===== config.mk =====
export PLATFORM = sky130hd
export DESIGN_NAME = tl_inflight_tracker_flat
export DESIGN_NICKNAME = d
export VERILOG_FILES = /design/src/rtl/tl_inflight_tracker_pkg.sv /design/src/rtl/tl_inflight_tracker_if.sv /design/src/rtl/tl_beat_counter.sv /design/src/rtl/tl_inflight_tracker.sv /design/src/flat_wrapper.sv
export SDC_FILE = /design/constraint.sdc
export NUM_CORES = 1
export LEC_CHECK = 0
export CELL_PAD_IN_SITES_DETAIL_PLACEMENT = 0
export CELL_PAD_IN_SITES_GLOBAL_PLACEMENT = 1
export CORE_ASPECT_RATIO = 0.6
export CORE_MARGIN = 5
export CORE_UTILIZATION = 48
export DETAILED_ROUTE_END_ITERATION = 6
export GPL_TIMING_DRIVEN = 0
export PLACE_DENSITY_LB_ADDON = 0.1
export SLEW_MARGIN = 30
export SYNTH_ARGS = -nofsm -noshare
export SYNTH_HDL_FRONTEND = slang
export SYNTH_HIERARCHICAL = 1
export SYNTH_SLANG_ARGS = --single-unit

===== constraint.sdc =====
create_clock -name clock -period 5.24 [get_ports clock]
set_input_delay 1.048 -clock clock [delete_from_list [all_inputs] [get_ports clock]]
set_output_delay 1.048 -clock clock [all_outputs]
set_load 0.02 [all_outputs]

===== src/rtl/tl_inflight_tracker_pkg.sv =====
// -----------------------------------------------------------------------------
// Packages for the TileLink in-flight tracker.
//   TLMessages  : A and D channel opcode constants.
//   BundleParam : beat-count helper, opcode predicates, error codes.
// No ports; imported by the tracker, its beat counter and the testbench.
// -----------------------------------------------------------------------------
package TLMessages;
  // A channel opcodes
  localparam logic [2:0] PutFullData    = 3'd0;
  localparam logic [2:0] PutPartialData = 3'd1;
  localparam logic [2:0] ArithmeticData = 3'd2;
  localparam logic [2:0] LogicalData    = 3'd3;
  localparam logic [2:0] Get            = 3'd4;
  localparam logic [2:0] Hint           = 3'd5;
  localparam logic [2:0] AcquireBlock   = 3'd6;
  localparam logic [2:0] AcquirePerm    = 3'd7;
  // D channel opcodes
  localparam logic [2:0] AccessAck      = 3'd0;
  localparam logic [2:0] AccessAckData  = 3'd1;
  localparam logic [2:0] HintAck        = 3'd2;
  localparam logic [2:0] Grant          = 3'd4;
  localparam logic [2:0] GrantData      = 3'd5;
  localparam logic [2:0] ReleaseAck     = 3'd6;
endpackage

package BundleParam;
  import TLMessages::*;

  localparam logic [2:0] ERR_NONE        = 3'd0;
  localparam logic [2:0] ERR_A_DUP       = 3'd1;
  localparam logic [2:0] ERR_D_IDLE      = 3'd2;
  localparam logic [2:0] ERR_D_MISMATCH  = 3'd3;
  localparam logic [2:0] ERR_E_UNDERFLOW = 3'd4;

  // Number of beats a message of 2^size bytes occupies on a bus carrying
  // 2^lg_beat_bytes bytes per beat. Sub-beat messages still take one beat.
  function automatic int unsigned beats(input int unsigned size,
                                        input int unsigned lg_beat_bytes);
    if (size <= lg_beat_bytes) return 32'd1;
    return 32'd1 << (size - lg_beat_bytes);
  endfunction

  // A messages that carry a data payload (PutFull, PutPartial, Arithmetic, Logical).
  function automatic logic a_has_data(input logic [2:0] op);
    return (op <= LogicalData);
  endfunction

  // D messages that carry a data payload.
  function automatic logic d_has_data(input logic [2:0] op);
    return (op == AccessAckData) || (op == GrantData);
  endfunction

  // Is d_op a legal answer to a request that was issued with req_op?
  function automatic logic d_opcode_ok(input logic [2:0] req_op, input logic [2:0] d_op);
    logic ok;
    case (req_op)
      PutFullData, PutPartialData:     ok = (d_op == AccessAck);
      ArithmeticData, LogicalData, Get: ok = (d_op == AccessAckData);
      Hint:                            ok = (d_op == HintAck);
      default:                         ok = (d_op == Grant) || (d_op == GrantData);
    endcase
    return ok;
  endfunction
endpackage


===== src/rtl/tl_inflight_tracker_if.sv =====
// -----------------------------------------------------------------------------
// Bundle between the cache client port and the in-flight tracker.
//   Handshake inputs : a_*, d_*, e_valid/e_ready (observed only).
//   Status outputs   : a_first/a_last, d_first/d_last, src_busy, inflight,
//                      e_pending, err_valid, err_code.
// Handshake rule for every channel: a beat transfers on a clock edge where
// valid and ready are both high (fire = valid & ready); payload fields are
// only meaningful while valid is high. The tracker never drives valid/ready.
// master : the side that drives the channels (client/bench).
// slave  : the tracker, which observes and reports.
// -----------------------------------------------------------------------------
interface tl_inflight_tracker_if #(
  parameter int SOURCE_BITS = 3,
  parameter int SIZE_BITS   = 4
);
  logic                          a_valid;
  logic                          a_ready;
  logic [2:0]                    a_opcode;
  logic [SIZE_BITS-1:0]          a_size;
  logic [SOURCE_BITS-1:0]        a_source;
  logic                          d_valid;
  logic                          d_ready;
  logic [2:0]                    d_opcode;
  logic [SIZE_BITS-1:0]          d_size;
  logic [SOURCE_BITS-1:0]        d_source;
  logic                          e_valid;
  logic                          e_ready;
  logic                          a_first;
  logic                          a_last;
  logic                          d_first;
  logic                          d_last;
  logic                          src_busy;
  logic [(1<<SOURCE_BITS)-1:0]   inflight;
  logic [SOURCE_BITS:0]          e_pending;
  logic                          err_valid;
  logic [2:0]                    err_code;

  modport master (
    output a_valid, a_ready, a_opcode, a_size, a_source,
    output d_valid, d_ready, d_opcode, d_size, d_source,
    output e_valid, e_ready,
    input  a_first, a_last, d_first, d_last, src_busy,
    input  inflight, e_pending, err_valid, err_code
  );

  modport slave (
    input  a_valid, a_ready, a_opcode, a_size, a_source,
    input  d_valid, d_ready, d_opcode, d_size, d_source,
    input  e_valid, e_ready,
    output a_first, a_last, d_first, d_last, src_busy,
    output inflight, e_pending, err_valid, err_code
  );
endinterface


===== src/rtl/tl_beat_counter.sv =====
// -----------------------------------------------------------------------------
// Per-channel beat counter. Holds the number of beats still to come in the
// current message (0 = between messages).
//   clock, reset : clock, async active-high reset
//   i_fire       : a beat transferred this cycle
//   i_has_data   : current message carries data (multi-beat capable)
//   i_size       : log2 bytes; only looked at on the first beat
//   o_first      : current beat is the first of its message (combinational)
//   o_last       : current beat is the last of its message (combinational)
// -----------------------------------------------------------------------------
module tl_beat_counter
  import BundleParam::*;
#(
  parameter int SIZE_BITS = 4,
  parameter int DATA_BITS = 128
) (
  input  logic                 clock,
  input  logic                 reset,
  input  logic                 i_fire,
  input  logic                 i_has_data,
  input  logic [SIZE_BITS-1:0] i_size,
  output logic                 o_first,
  output logic                 o_last
);
  localparam int unsigned LG_BEAT  = $clog2(DATA_BITS / 8);
  // Largest message has 2^(2^SIZE_BITS - 1 - LG_BEAT) beats, which fits here.
  localparam int          CNT_BITS = 1 << SIZE_BITS;

  logic [CNT_BITS-1:0] r_cnt;
  logic [CNT_BITS-1:0] w_beats;

  always_comb begin
    w_beats = CNT_BITS'(1);
    if (i_has_data) w_beats = CNT_BITS'(beats(32'(i_size), LG_BEAT));
    o_first = (r_cnt == '0);
    // Later beats ignore i_size: the remaining count alone decides last.
    o_last  = o_first ? (w_beats == CNT_BITS'(1)) : (r_cnt == CNT_BITS'(1));
  end

  always_ff @(posedge clock or posedge reset) begin
    if (reset) begin
      r_cnt <= '0;
    end else if (i_fire) begin
      r_cnt <= o_first ? (w_beats - CNT_BITS'(1)) : (r_cnt - CNT_BITS'(1));
    end
  end
endmodule


===== src/rtl/tl_inflight_tracker.sv =====
// -----------------------------------------------------------------------------
// TileLink A/D/E in-flight tracker for the cache client port. Observes the
// handshakes, keeps one request record per source, counts GrantAcks owed on
// E and reports protocol violations as a registered one-cycle pulse.
//   clock, reset : clock, async active-high reset
//   tl (slave)   : A/D/E handshake inputs; first/last flags, src_busy,
//                  inflight vector, e_pending, err_valid/err_code outputs
// err_code: 1 A-dup, 2 D-idle, 3 D-mismatch, 4 E-underflow (lowest wins).
// -----------------------------------------------------------------------------
module tl_inflight_tracker
  import TLMessages::*;
  import BundleParam::*;
#(
  parameter int SOURCE_BITS = 3,
  parameter int SIZE_BITS   = 4,
  parameter int DATA_BITS   = 128
) (
  input logic                  clock,
  input logic                  reset,
  tl_inflight_tracker_if.slave tl
);
  localparam int NSRC    = 1 << SOURCE_BITS;
  localparam int EP_BITS = SOURCE_BITS + 1;

  logic [NSRC-1:0]    r_inflight;
  logic [2:0]         r_req_op [NSRC];
  logic [EP_BITS-1:0] r_e_pending;
  logic               r_err_valid;
  logic [2:0]         r_err_code;

  logic w_a_fire, w_d_fire, w_e_fire;
  logic w_a_first, w_a_last, w_d_first, w_d_last;
  logic w_a_set, w_d_tracked, w_d_check, w_d_clr, w_grant;
  logic w_err_a_dup, w_err_d_idle, w_err_d_mis, w_err_e_under;
  logic [NSRC-1:0]    w_inflight_nxt;
  logic [EP_BITS-1:0] w_e_pending_nxt;
  logic [2:0]         w_err_code;

  tl_beat_counter #(.SIZE_BITS(SIZE_BITS), .DATA_BITS(DATA_BITS)) u_a_cnt (
    .clock      (clock),
    .reset      (reset),
    .i_fire     (w_a_fire),
    .i_has_data (a_has_data(tl.a_opcode)),
    .i_size     (tl.a_size),
    .o_first    (w_a_first),
    .o_last     (w_a_last)
  );

  tl_beat_counter #(.SIZE_BITS(SIZE_BITS), .DATA_BITS(DATA_BITS)) u_d_cnt (
    .clock      (clock),
    .reset      (reset),
    .i_fire     (w_d_fire),
    .i_has_data (d_has_data(tl.d_opcode)),
    .i_size     (tl.d_size),
    .o_first    (w_d_first),
    .o_last     (w_d_last)
  );

  always_comb begin
    w_a_fire    = tl.a_valid & tl.a_ready;
    w_d_fire    = tl.d_valid & tl.d_ready;
    w_e_fire    = tl.e_valid & tl.e_ready;
    w_a_set     = w_a_fire & w_a_first;
    // ReleaseAck answers C-channel traffic, so it never touches A records.
    w_d_tracked = (tl.d_opcode != ReleaseAck);
    w_d_check   = w_d_fire & w_d_first & w_d_tracked;
    w_d_clr     = w_d_fire & w_d_last & w_d_tracked;
    w_grant     = w_d_clr & ((tl.d_opcode == Grant) || (tl.d_opcode == GrantData));

    // A same-cycle D last beat to the same source frees it before the new
    // request claims it, so that overlap is legal.
    w_err_a_dup   = w_a_set & r_inflight[tl.a_source] &
                    ~(w_d_clr & (tl.d_source == tl.a_source));
    w_err_d_idle  = w_d_check & ~r_inflight[tl.d_source];
    w_err_d_mis   = w_d_check & r_inflight[tl.d_source] &
                    ~d_opcode_ok(r_req_op[tl.d_source], tl.d_opcode);
    w_err_e_under = w_e_fire & (r_e_pending == '0);

    w_err_code = ERR_NONE;
    if      (w_err_a_dup)   w_err_code = ERR_A_DUP;
    else if (w_err_d_idle)  w_err_code = ERR_D_IDLE;
    else if (w_err_d_mis)   w_err_code = ERR_D_MISMATCH;
    else if (w_err_e_under) w_err_code = ERR_E_UNDERFLOW;

    // Clear before set: order matters when both hit the same source.
    w_inflight_nxt = r_inflight;
    if (w_d_clr) w_inflight_nxt[tl.d_source] = 1'b0;
    if (w_a_set) w_inflight_nxt[tl.a_source] = 1'b1;

    // Grant and GrantAck in the same cycle cancel; underflow saturates at 0.
    w_e_pending_nxt = r_e_pending;
    if (w_grant && !w_e_fire)
      w_e_pending_nxt = r_e_pending + EP_BITS'(1);
    else if (w_e_fire && !w_grant && (r_e_pending != '0))
      w_e_pending_nxt = r_e_pending - EP_BITS'(1);
  end

  always_ff @(posedge clock or posedge reset) begin
    if (reset) begin
      r_inflight  <= '0;
      r_e_pending <= '0;
      r_err_valid <= 1'b0;
      r_err_code  <= ERR_NONE;
      for (int i = 0; i < NSRC; i++) r_req_op[i] <= 3'd0;
    end else begin
      r_inflight  <= w_inflight_nxt;
      r_e_pending <= w_e_pending_nxt;
      r_err_valid <= (w_err_code != ERR_NONE);
      r_err_code  <= w_err_code;
      if (w_a_set) r_req_op[tl.a_source] <= tl.a_opcode;
    end
  end

  assign tl.a_first   = w_a_first;
  assign tl.a_last    = w_a_last;
  assign tl.d_first   = w_d_first;
  assign tl.d_last    = w_d_last;
  assign tl.src_busy  = r_inflight[tl.a_source];
  assign tl.inflight  = r_inflight;
  assign tl.e_pending = r_e_pending;
  assign tl.err_valid = r_err_valid;
  assign tl.err_code  = r_err_code;
endmodule


===== src/flat_wrapper.sv =====
// flat-port wrapper written by rule: the top's interface ports become plain ports
module tl_inflight_tracker_flat import TLMessages::*; import BundleParam::*;
#(
  parameter int SOURCE_BITS = 3,
  parameter int SIZE_BITS   = 4,
  parameter int DATA_BITS   = 128
)
  (clock, reset, tl_a_valid, tl_a_ready, tl_a_opcode, tl_a_size, tl_a_source, tl_d_valid, tl_d_ready, tl_d_opcode, tl_d_size, tl_d_source, tl_e_valid, tl_e_ready, tl_a_first, tl_a_last, tl_d_first, tl_d_last, tl_src_busy, tl_inflight, tl_e_pending, tl_err_valid, tl_err_code);
  tl_inflight_tracker_if #(.SOURCE_BITS(SOURCE_BITS), .SIZE_BITS(SIZE_BITS)) tl_i ();
  input logic clock;
  input logic reset;
  input wire logic [$bits(tl_i.a_valid)-1:0] tl_a_valid;
  input wire logic [$bits(tl_i.a_ready)-1:0] tl_a_ready;
  input wire logic [$bits(tl_i.a_opcode)-1:0] tl_a_opcode;
  input wire logic [$bits(tl_i.a_size)-1:0] tl_a_size;
  input wire logic [$bits(tl_i.a_source)-1:0] tl_a_source;
  input wire logic [$bits(tl_i.d_valid)-1:0] tl_d_valid;
  input wire logic [$bits(tl_i.d_ready)-1:0] tl_d_ready;
  input wire logic [$bits(tl_i.d_opcode)-1:0] tl_d_opcode;
  input wire logic [$bits(tl_i.d_size)-1:0] tl_d_size;
  input wire logic [$bits(tl_i.d_source)-1:0] tl_d_source;
  input wire logic [$bits(tl_i.e_valid)-1:0] tl_e_valid;
  input wire logic [$bits(tl_i.e_ready)-1:0] tl_e_ready;
  output wire logic [$bits(tl_i.a_first)-1:0] tl_a_first;
  output wire logic [$bits(tl_i.a_last)-1:0] tl_a_last;
  output wire logic [$bits(tl_i.d_first)-1:0] tl_d_first;
  output wire logic [$bits(tl_i.d_last)-1:0] tl_d_last;
  output wire logic [$bits(tl_i.src_busy)-1:0] tl_src_busy;
  output wire logic [$bits(tl_i.inflight)-1:0] tl_inflight;
  output wire logic [$bits(tl_i.e_pending)-1:0] tl_e_pending;
  output wire logic [$bits(tl_i.err_valid)-1:0] tl_err_valid;
  output wire logic [$bits(tl_i.err_code)-1:0] tl_err_code;
  assign tl_i.a_valid = tl_a_valid;
  assign tl_i.a_ready = tl_a_ready;
  assign tl_i.a_opcode = tl_a_opcode;
  assign tl_i.a_size = tl_a_size;
  assign tl_i.a_source = tl_a_source;
  assign tl_i.d_valid = tl_d_valid;
  assign tl_i.d_ready = tl_d_ready;
  assign tl_i.d_opcode = tl_d_opcode;
  assign tl_i.d_size = tl_d_size;
  assign tl_i.d_source = tl_d_source;
  assign tl_i.e_valid = tl_e_valid;
  assign tl_i.e_ready = tl_e_ready;
  assign tl_a_first = tl_i.a_first;
  assign tl_a_last = tl_i.a_last;
  assign tl_d_first = tl_i.d_first;
  assign tl_d_last = tl_i.d_last;
  assign tl_src_busy = tl_i.src_busy;
  assign tl_inflight = tl_i.inflight;
  assign tl_e_pending = tl_i.e_pending;
  assign tl_err_valid = tl_i.err_valid;
  assign tl_err_code = tl_i.err_code;
  tl_inflight_tracker #(.SOURCE_BITS(SOURCE_BITS), .SIZE_BITS(SIZE_BITS), .DATA_BITS(DATA_BITS)) u_core (.clock(clock), .reset(reset), .tl(tl_i));
endmodule

Word-level counts from Yosys, hierarchy flattened --
Index checks and enable logic that the tools add are counted.
Word-level totals: output and inout bits 21, logic and storage cells 130, input port bits 28, register bits after elaboration 72
Cells by class: $lt $le $gt $ge 10, reduce and logical (&&, ||, !) cells 20, equality and inequality tests 15, add/sub/neg operators 8, bitwise logic cells 24, muxes and demuxes 37, shift operators 2
Operators with widths (count):
- two-way mux 16 bit | 6
- == test 16 x 1 -> 1 bit, second input constant | 4
- left shift 1 x 32 -> 16 bit, first input constant | 2
- subtractor 16 x 1 -> 16 bit, second input constant | 4
- zero test 16 bit | 2
- bitwise mux 24 bit | 1
- two-way mux 3 bit | 7
- bitwise AND 1 bit | 16
- two-way mux 8 bit | 2
- == test 3 bit, second input constant | 4
- two-way mux 1 bit | 12
- subtractor 4 x 3 -> 5 bit, second input constant | 2
- binary-select mux 3 bit (select 3 bit) | 1
- demux 3 bit (select 3 bit) | 1
- == test 3 x 2 -> 1 bit, second input constant | 3
- bitwise AND 8 bit | 1
- greater-or-equal comparator 4 bit, second input constant | 2
- <= comparator 4 x 3 -> 1 bit, second input constant | 2
- less-than comparator 3 x 4 -> 1 bit, second input constant | 2
- two-way mux 4 bit | 2
- NOT 3 -> 4 bit | 2
- NOT 8 bit | 1
- OR 8 bit | 1
- binary-select mux 1 bit (select 3 bit) | 2
- other kinds (21) | 34

Longest topological paths before layout --
depth after elaboration 15, gate-level depth with buffers 19, mapped depth without buffers 18

Hierarchy --
Netlist, hierarchy kept.
By module, submodules not included:
- tl_beat_counter | cells each 191, instances 2, area an instance 1478.9 um2
- tl_inflight_tracker | cells each 186, instances 1, area an instance 2160.8 um2

Worst setup path after synthesis --
No wires, ideal clock.
kind input port to flip-flop, start point input tl_d_size[2], end point register u_core.r_e_pending[3], in the netlist u_core/tl.e_pending[3], arrival time 4.488 ns, required time 5.104 ns, path buffers 1, library setup time 0.136 ns, slack 0.616 ns, stages on the path 18, cell sequence clkbuf_1 > inv_1 > ha_1 > nor4b_1 > a21oi_1 > inv_1 > ha_1 > o311ai_0 > a31o_2 > a21oi_1 > nand4_1 > ha_1 > a21o_1 > a21oi_1 > and4_1 > nor2_1 > nand2_1 > o21ai_0
Between the ends: longest elaborated chain between the ends 14, elaborated cells between the ends (all ways) 19, those cells by class add/sub (1); order compare (1); eq/ne (1); shift (1); mux (7); bitwise (3); reduce/logical (5)
Ends and longest elaborated chain:
- start, declared | RTL line flat_wrapper.sv:20 | input wire logic [$bits(tl_i.d_size)-1:0] tl_d_size;
- <= comparator 4 x 3 -> 1 bit | RTL line tl_inflight_tracker_pkg.sv:39 | if (size <= lg_beat_bytes) return 32'd1;
- two-way mux 1 bit | RTL line tl_inflight_tracker_pkg.sv:39
- two-way mux 1 bit | RTL line tl_beat_counter.sv:34 | if (i_has_data) w_beats = CNT_BITS'(beats(32'(i_size), LG_BEAT));
- two-way mux 16 bit (*) | RTL line tl_inflight_tracker_pkg.sv:40 | return 32'd1 << (size - lg_beat_bytes);
- two-way mux 16 bit (*) | RTL line tl_beat_counter.sv:34
- == test 16 x 1 -> 1 bit (*) | RTL line tl_beat_counter.sv:37 | o_last = o_first ? (w_beats == CNT_BITS'(1)) : (r_cnt == CNT_BITS'(1));
- two-way mux 1 bit (*) | RTL line tl_beat_counter.sv:37
- via tl_d_last | RTL line flat_wrapper.sv:27 | output wire logic [$bits(tl_i.d_last)-1:0] tl_d_last;
- bitwise AND 1 bit (*) (2 in a row) | RTL line tl_inflight_tracker.sv:67 | w_d_clr = w_d_fire & w_d_last & w_d_tracked;
- bitwise AND 1 bit (*) | RTL line tl_inflight_tracker.sv:68 | w_grant = w_d_clr & ((tl.d_opcode == Grant) || (tl.d_opcode == GrantData));
- zero test 1 bit | RTL line tl_inflight_tracker.sv:94 | else if (w_e_fire && !w_grant && (r_e_pending != '0))
- logical AND 1 bit (2 in a row) | RTL line tl_inflight_tracker.sv:94
- nonzero test 2 bit (no line)
- end signal, assigned | RTL line tl_inflight_tracker.sv:107 | r_e_pending <= w_e_pending_nxt;
- end, declared | RTL line tl_inflight_tracker.sv:27 | logic [EP_BITS-1:0] r_e_pending;
The timed path passes the listed nets; every way through them passes the cells marked *. The select of a mux whose other input is x is not followed. A chain may end at the register's enable or synchronous reset.

Final worst setup path --
start point input tl_d_size[2], end point output tl_d_last
Between the ends: longest elaborated chain between the ends 7, elaborated cells between the ends (all ways) 10, those cells by class add/sub (1); order compare (1); eq/ne (1); shift (1); mux (6)
Ends and longest elaborated chain (RTL line):
- <= comparator 4 x 3 -> 1 bit | tl_inflight_tracker_pkg.sv:39
- two-way mux 1 bit | tl_inflight_tracker_pkg.sv:39
- two-way mux 1 bit | tl_beat_counter.sv:34
- two-way mux 16 bit (*) | tl_inflight_tracker_pkg.sv:40
- two-way mux 16 bit (*) | tl_beat_counter.sv:34
- == test 16 x 1 -> 1 bit (*) | tl_beat_counter.sv:37
- two-way mux 1 bit (*) | tl_beat_counter.sv:37
- end, declared | flat_wrapper.sv:27
Every way passes the cells marked *; elsewhere a longest branch is shown, timed or not. The select of a mux whose other input is x is not followed.

==> metrics.cfg <==
[routing]
viasPerCell=6.129
vias=4701
drt_drc_violations_left=0
dr.pass1.iters=5
wl_per_cell_um=18.71
antenna_left=0
initialDrtViolationCount=359
routed_wl_um=14350

[logic_synthesis]
synth_top_cell_area_share_pct=35.20
synth_cell_types=62
yosysTopAreaCell=dfrtp_1
synth.most_common_cell=dfrtp_1
synth-edff-count=0
syn-num-nets=613
synth_seq_cells=72
synth_common_cells=72 x dfrtp_1, 53 x o21ai_0, 43 x nor2_1
yosysWarnings=6
synthArstFlopShare_pct=100.0
synth_flop_cell=dfrtp_1
avgSynthCellArea_um2=9.012
ys_top_cells_by_area=dfrtp_1 35%, mux2_2 5.3%, o21ai_0 5.2%
ys_seq_area_share_pct=35.20
synthesis.area_mm2=0.005119
synth_cells=568

[pwr]
p_per_area_mw_per_mm2=338.9
clock_power_share_pct=29.6
p_leak_nw=2.523
p_sw_share_pct=38.17
power.switching_mw=0.7900
ir_drop_mv=0.2047
seqPwrFrac_pct=39.3
cell_internal_pwr_mw=1.279
power_frac_comb_pct=31.2

[worst_setup_path]
slowest_stage=clkdlybuf4s50_1
path_buf_inv=5
path_class=input pin to output pin
cpPeakStageDelay_ns=0.52
cp-start-kind=input pin
worstPathMaxFanout=10
required_ns=4.19
crit_family=buffers and inverters
end_kind=output pin
cp.arrival_ns=3.96
crit_path_cell_trace=clkdlybuf4s50_1, clkbuf_2, inv_1, ha_1, nor4b_4, a21oi_1, inv_1, ha_1, o311ai_0, a31o_2, a21oi_2, dlygate4sd2_1

[placed_design]
placed_cell_area_mm2=0.005771
gp_congestion=0.9016
numPlacedInstances=753
port_buffers=45
dp_hpwl_um=10880

[clock_network]
worstSkewPairLatency_ns=0.34
clock-sinks=72
tritoncts=yes
clock-root-buffer=clkbuf_16
clk_path_buf_depth=2
cts-htree-levels=3
hold_buffers=0
path_clk_slew_ns=0.06
cts_buffers=9

[grt]
antenna_found_initial=0
grtUsageTotal_pct=22.58
gr-total-overflow=0
grt_pass1_vias=4525
grt_pass1_wl_um=23610
grt_max_degree=25

[status]
status=completed

[sta]
finalCritPeriodShare_pct=95.62
tightestPinTransition_ns=0.9045
fin_tns_setup_ns=0
hold_violations=0
clock.fmax_mhz=199.6
slew_headroom_pct=39.15
skew_ns=0.008832
drv_slew=0
setup_viol=0
rsz0062_at_grt=false
period_needed_ns=5.010

[job]
drv_cap=0

[final_layout]
fin_area_mm2=0.006106
fin_cells=767
drive_gt1_share_pct=13.69
final_nets=668
area_growth_pct=19.29
diodes=0

[die]
dieArea_mm2=0.01290
io_pins=49
core_area_mm2=0.01049
start_util_pct=48.81
die_w_um=143.3
fp.dieH_um=89.99
rows=29

[hold_path]
hp-class=flop to flop

==> registers in the layout, indices dropped and copies added, names as in the netlist <==
register / flops
u_core/tl.err_code: 3
u_core/tl.err_valid: 1
u_core/r_req_op: 24
u_core/u_d_cnt/r_cnt: 16
u_core/tl.e_pending: 4
u_core/tl.inflight: 8
u_core/u_a_cnt/r_cnt: 16
==> kinds of logic (layout without fill, tap and decap cells) <==
kind of cell / Yosys count / count (layout) / share of synthesized area (%)
mux: 46 / 46 / 11.68
flops: 72 / 72 / 35.20
compound gates: 158 / 158 / 19.36
buf+inv: 58 / 118 / 4.522
xor+xnor: 8 / 8 / 1.369
fa+ha+maj: 17 / 17 / 4.302
simple gates: 209 / 209 / 23.56
==> power groups by stage <==
stage | combinational [mW] | clock [mW] | sequential [mW]
after global routing | 0.716 | 0.651 | 0.831
after CTS | 0.639 | 0.626 | 0.808
after floorplan | 0.432 | 0 | 0.804
after detailed placement | 0.633 | 0 | 0.818
final | 0.645 | 0.612 | 0.813
after global placement | 0.617 | 0 | 0.811
==> metrics by stage <==
stage               setup WS, ns  hold slack [ns]  util (%)  power [mW]
floorplan                 0.6156           0.4416         -       1.236
global placement         -0.5649           0.4591     54.77       1.428
detailed placement       -0.5584           0.4777     55.03       1.450
CTS                       0.2080           0.4981     57.96       2.073
global route             0.01947           0.5124     58.23       2.198
finish                    0.2296           0.4962     58.23       2.069
==> path summary, 6_finish.rpt <==
check | start | end | slack, ns | cells after the start
min in group asynchronous | reset | u_core/tl.inflight[7] | 1.12 | 2
max | tl_d_size[2] | tl_d_last | 0.23 | 12
max reg2reg | u_core/u_d_cnt/r_cnt[12] | u_core/tl.e_pending[3] | 1.66 | 14
max in group asynchronous | reset | u_core/u_a_cnt/r_cnt[13] | 3.58 | 2
min | u_core/r_req_op[23] | u_core/r_req_op[23] | 0.50 | 2
min reg2reg | u_core/r_req_op[23] | u_core/r_req_op[23] | 0.50 | 2
==> final cells by class <==
cell class / count / area, um2
timing repair buffer: 46 / 475.5
multi-input combinational: 438 / 3132
clock buffer: 9 / 225.2
sequential: 72 / 1802
clock inverter: 7 / 68.82
fill: 941 / 4380
inverter: 28 / 105.1
buffer: 28 / 123.9
tap: 139 / 173.9
==> worst register-to-register path, stage by stage (launching register included) <==
cell	delay (ns)
dfrtp_1	0.41
nor4_1	0.66
and2_1	0.21
buf_2	0.17
o311ai_0	0.15
a31o_2	0.25
a21oi_2	0.27
nand4_1	0.26
ha_1	0.35
a21o_1	0.16
a21oi_1	0.16
and4_1	0.22
nor2_1	0.05
nand2_1	0.05
o21ai_0	0.07
==> metal layers <==
metal	GRT usage [%]	part of all wire (%)
met1	34.30	50
met2	33.28	44
met3	4.454	5.2
met4	4.937	1.1
met5	0	0
==> layout by cell type, fill, tap and decap left out, types with 10 or more instances in the layout <==
| cell | Yosys | layout |
|---|---|---|
| dfrtp_1 | 72 | 72 |
| o21ai_0 | 53 | 53 |
| clkdlybuf4s50_1 | 0 | 43 |
| nor2_1 | 43 | 43 |
| nand2_1 | 34 | 34 |
| a21oi_1 | 34 | 33 |
| mux2_2 | 24 | 24 |
| inv_1 | 24 | 23 |
| clkbuf_1 | 23 | 17 |
| ha_1 | 16 | 16 |
| nand3_1 | 15 | 15 |
| nand2b_1 | 14 | 14 |
| mux2i_1 | 14 | 14 |
| nor3_1 | 14 | 14 |
| or3_1 | 10 | 10 |
| nor4_1 | 12 | 10 |
==> timing repair <==
action,4_1_cts,5_1_grt
buffers inserted,0,0
resized for setup,8,6
gates cloned,0,0
endpoints found under the setup margin,3,2
No activity file was read; power rests on OpenSTA's default activity.
